## src/rtl/johnson_counter_8bit.sv

```systemverilog
// 8-bit Johnson (twisted-ring) counter with a 16-state sequence.
// Provides phase, wrap and illegal decodes, and returns to 00 from any illegal state.
module johnson_counter_8bit (
  input  logic       clk,
  input  logic       reset,
  output logic [7:0] count,
  output logic [3:0] phase,
  output logic       wrap,
  output logic       illegal
);

  localparam logic [7:0] LAST_STATE = 8'h80;

  logic [6:0] edges;
  logic [6:0] edges_minus_one;
  logic       legal;
  logic [3:0] ones;
  logic [4:0] phase_wide;
  logic [7:0] count_next;

  // Scanning from bit 7 to bit 0, a legal state has at most one 0/1 boundary.
  always_comb begin
    edges           = count[7:1] ^ count[6:0];
    edges_minus_one = edges - 7'd1;
    legal           = ((edges & edges_minus_one) == 7'd0);
  end

  always_comb begin
    ones = 4'd0;
    for (int i = 0; i < 8; i++) begin
      ones = ones + {3'd0, count[i]};
    end
  end

  // Once the MSB is set, the ones drain from the bottom, so the index counts back from 16.
  always_comb begin
    phase_wide = 5'd0;
    if (legal) begin
      if (count[7]) begin
        phase_wide = 5'd16 - {1'b0, ones};
      end else begin
        phase_wide = {1'b0, ones};
      end
    end
    phase   = phase_wide[3:0];
    wrap    = (count == LAST_STATE);
    illegal = ~legal;
  end

  always_comb begin
    count_next = 8'h00;
    if (legal) begin
      count_next = {count[6:0], ~count[7]};
    end
  end

  always_ff @(posedge clk) begin
    if (!reset) begin
      count <= 8'h00;
    end else begin
      count <= count_next;
    end
  end

endmodule

```

## config.mk

```make
export PLATFORM = sky130hd
export DESIGN_NAME = johnson_counter_8bit
export DESIGN_NICKNAME = d
export VERILOG_FILES = /design/src/rtl/johnson_counter_8bit.sv
export SDC_FILE = /design/constraint.sdc
export NUM_CORES = 1
export LEC_CHECK = 0
export CAP_MARGIN = 30
export CELL_PAD_IN_SITES_DETAIL_PLACEMENT = 0
export CELL_PAD_IN_SITES_GLOBAL_PLACEMENT = 1
export CORE_ASPECT_RATIO = 1.4
export CORE_MARGIN = 2
export CORE_UTILIZATION = 33
export DETAILED_ROUTE_END_ITERATION = 12
export PLACE_DENSITY = 0.8
export SLEW_MARGIN = 40
export SYNTH_ARGS = -nofsm -noshare
export SYNTH_HDL_FRONTEND = slang
export SYNTH_SLANG_ARGS = --single-unit
```

## constraint.sdc

```tcl
create_clock -name clk -period 3.6 [get_ports clk]
set_input_delay 0.54 -clock clk [delete_from_list [all_inputs] [get_ports clk]]
set_output_delay 0.54 -clock clk [all_outputs]
set_load 0.02 [all_outputs]
```

==> results.tsv <==
stage	metric	value	unit
final_layout	top_regs	count (8)	
final_layout	areaGrowthSynthToFinish	56.7	%
final_layout	nets	122	
timing	setup_tns	-1.93	ns
pwr	vdd_ir_drop_max	0.566	mV
logic_synthesis	synth_seq_cells	8	
grt	grt_pass1_vias	644	
pwr	internal_power	0.543	mW
timing	rsz0062_at_grt	true	
flow_run	cap_violations	0	
pwr	power_density	954	nW/um^2
logic_synthesis	yosys-top-cells-area	dfxtp_1, ha_1, fa_1	
floorplan	core-area	2100	sq um
floorplan	rows	20	
critical_path	path_cells	inv_4 -> fa_1 -> fa_1 -> fa_1 -> inv_2 -> ha_4 -> fa_2 -> inv_2 -> ha_4 -> nor2_4 -> xnor2_1 -> a211oi_2 -> buf_4	
pwr	p_seq_share	12.3	%
final_layout	n_antenna_cell	0	
timing	hold_slack	0.583	ns
drt	drt_wl_total	1890	um
timing	timing.final.ws_setup	-0.647	ns
critical_path	crit_buf_inv	4	
drt	drt_first_pass_iters	3	
logic_synthesis	synth_nets	84	
place	gp_congestion	0.774	
drt	viasPerCell	5.05	
final_layout	largest_register_ffs	8	
critical_path	cp_max_fo	3	
floorplan	io_pins	16	
floorplan	start_util	34.1	%
drt	drt-wirelength-per-cell	14.7	um
critical_path	r2r.worst_path.cells	6	
timing	fin_crit_sh	118	%
floorplan	fp.dieW	43.4	um
clocking	htreeDepth	1	
logic_synthesis	ys_seq_area_share	22.3	%
logic_synthesis	synth_top_area_share	22.3	%
critical_path	worstSetupPathType	register to output pin	
pwr	p_sw	0.530	mW
timing	skew	0.0114	ns
place	portBuffers	15	
critical_path	crit_path_max_incr_delay	0.58	ns
critical_path	startpoint_type	register	
logic_synthesis	syn_avg_cell_area	10.2	sq um
grt	antenna_found_initial	0	
clocking	clkTransAtPathRegs	0.06	ns
critical_path	arrival	3.71	ns
final_layout	top_register	count	
logic_synthesis	yosysTopAreaCell	dfxtp_1	
clocking	cts_tree	done	
critical_path	crit_family	adder cells	
pwr	p_leak	0.474	nW
timing	fin_crit	4.25	ns
clocking	cts_buffers	3	
worst_hold_path	hold_path_class	register to register	
worst_hold_path	hold_depth	2	
run_status	outcome	complete, but fails checks	
clocking	clock_latency	0.26	ns
critical_path	cp-end-kind	output pin	
timing	max_freq	0.235	GHz
clocking	cts_buffer_depth	2	
final_layout	drive_gt1_share	47.7	%
clocking	cts.sinks	8	
timing	finalSetupViolCount	4	
grt	grt_max_degree	9	
logic_synthesis	syn-cell-area	717	sq um
timing	hold_violations	0	
grt	grt_pass1_wl	2930	um
critical_path	crit_cells	13	
drt	remaining_drc_errors	0	
logic_synthesis	syn_inst	70	
critical_path	cpMostUsedCell	fa_1	
critical_path	worstPathRequired	3.06	ns
logic_synthesis	yosysWarnings	0	
pwr	pwr-share-comb	80.6	%
clocking	root_buffer	clkbuf_4	
pwr	switching_share	49.4	%
pwr	power_frac_clock	7.1	%
grt	overflow	0	
floorplan	die_h	59.2	um
logic_synthesis	yosysUniqueCellTypes	22	
final_layout	fillers	211	
timing	relSlewSlack	54.7	%
timing	worstMarginPinSlew	0.677	ns
place	hpwl	1470	um
critical_path	slowest_stage	fa_2	
floorplan	die-area	2570	sq um
drt	drtIter0Drc	4	
timing	slew_violations	0	
run_status	violations	negative setup slack	
drt	postRouteAntennaNets	0	
grt	track_usage	15.8	%
drt	vias	652	
==> layout make-up <==
type / instances / area (sq um) / area share [%]
clock buffers: 4 / 26.3 / 2.34
inverters: 16 / 62.6 / 5.57
multi-input cells: 43 / 541 / 48.1
flip-flops and latches: 8 / 171 / 15.3
well taps: 22 / 27.5 / 2.45
repair buffers: 36 / 295 / 26.3
==> Yosys cell counts <==
cell,n
a2111oi_0,3
a2111oi_2,4
a2111oi_4,1
a211oi_1,6
a21o_1,1
a21o_2,1
and4_1,1
buf_2,1
buf_4,1
buf_6,1
dfxtp_1,8
fa_1,4
ha_1,8
inv_1,16
mux2i_1,1
nand2_1,1
nor2_1,2
nor4_2,1
o211ai_1,2
o31ai_1,1
xnor2_1,3
xor2_1,3
==> metal layers <==
metal  track usage (%)  routed length [um]  up-vias
met1              19.2                 750      305
met4              6.49                  31        0
li1                  -                   -      324
met5                 0                   0        -
met3              2.13                  66        4
met2              27.5                1050       19
==> power by group through the flow <==
stage               Clock [mW]  Combinational (mW)  Sequential, mW
floorplan                    0               0.447           0.156
global placement             0               0.732           0.132
detailed placement           0               0.752           0.132
CTS                     0.0771               0.754           0.130
global route            0.0841               0.939           0.134
finish                  0.0766               0.864           0.131
==> worst reg2reg max path: cells and delay by family, from the launching register on <==
family                     cells  cell delay (ns)
and+or+nand+nor                1             0.32
buffers and inverters          2             0.40
adders and majority gates      1             0.35
AOI/OAI and AO/OA              2             0.72
DFF                            1             0.45
==> metrics by stage <==
| stage | total power, mW | cells | cell area (sq um) | utilization, % | setup slack, ns |
|---|---|---|---|---|---|
| global route | 1.16 | 129 | 1120 | 53.5 | -0.749 |
| CTS | 0.961 | 128 | 1080 | 51.2 | -0.649 |
| global placement | 0.864 | 123 | 1040 | 49.7 | -0.715 |
| detailed placement | 0.885 | 123 | 1040 | 49.7 | -0.747 |
| finish | 1.07 | 129 | 1120 | 53.5 | -0.647 |
| floorplan | 0.603 | 70 | 748 | - | -0.247 |
==> placed cells by master (no fill, tap or decap), types with 2 or more instances in the layout <==
cell             count
dfxtp_1              5
dfxtp_4              3
a2111oi_0            3
xnor2_1              3
a2111oi_2            4
clkbuf_4             3
inv_1               12
o211ai_1             2
inv_2                3
xor2_1               3
fa_1                 3
buf_4               24
a211oi_1             3
a211oi_2             3
clkdlybuf4s50_1     11
ha_1                 6
ha_4                 2
==> worst paths after layout <==
check / start / slack, ns / to
hold / removal: count[7]$_SDFF_PN0_ / 0.58 / count[0]$_SDFF_PN0_
hold reg to reg: count[7]$_SDFF_PN0_ / 0.58 / count[0]$_SDFF_PN0_
setup reg to reg: count[2]$_SDFF_PN0_ / 1.23 / count[3]$_SDFF_PN0_
setup / recovery: count[0]$_SDFF_PN0_ / -0.65 / phase[2]
==> kinds of logic after synthesis <==
kind of cell             Yosys count  share of synthesized area (%)
AO/OA/AOI/OAI                     19                           27.6
XOR/XNOR                           6                           7.33
multiplexers                       1                           1.40
AND/OR/NAND/NOR                    5                           4.54
flip-flops                         8                           22.3
buffers and inverters             19                           11.7
adder cells (fa/ha/maj)           12                           25.1
==> timing repair <==
action | 4_1_cts | 5_1_grt
pin swaps | 4 | 1
hold endpoints to repair | 0 | 0
hold buffers | 0 | 0
setup buffers | 1 | 1
setup endpoints to repair | 4 | 4
resized for setup | 23 | 8
No activity file was read; power rests on OpenSTA's default activity.
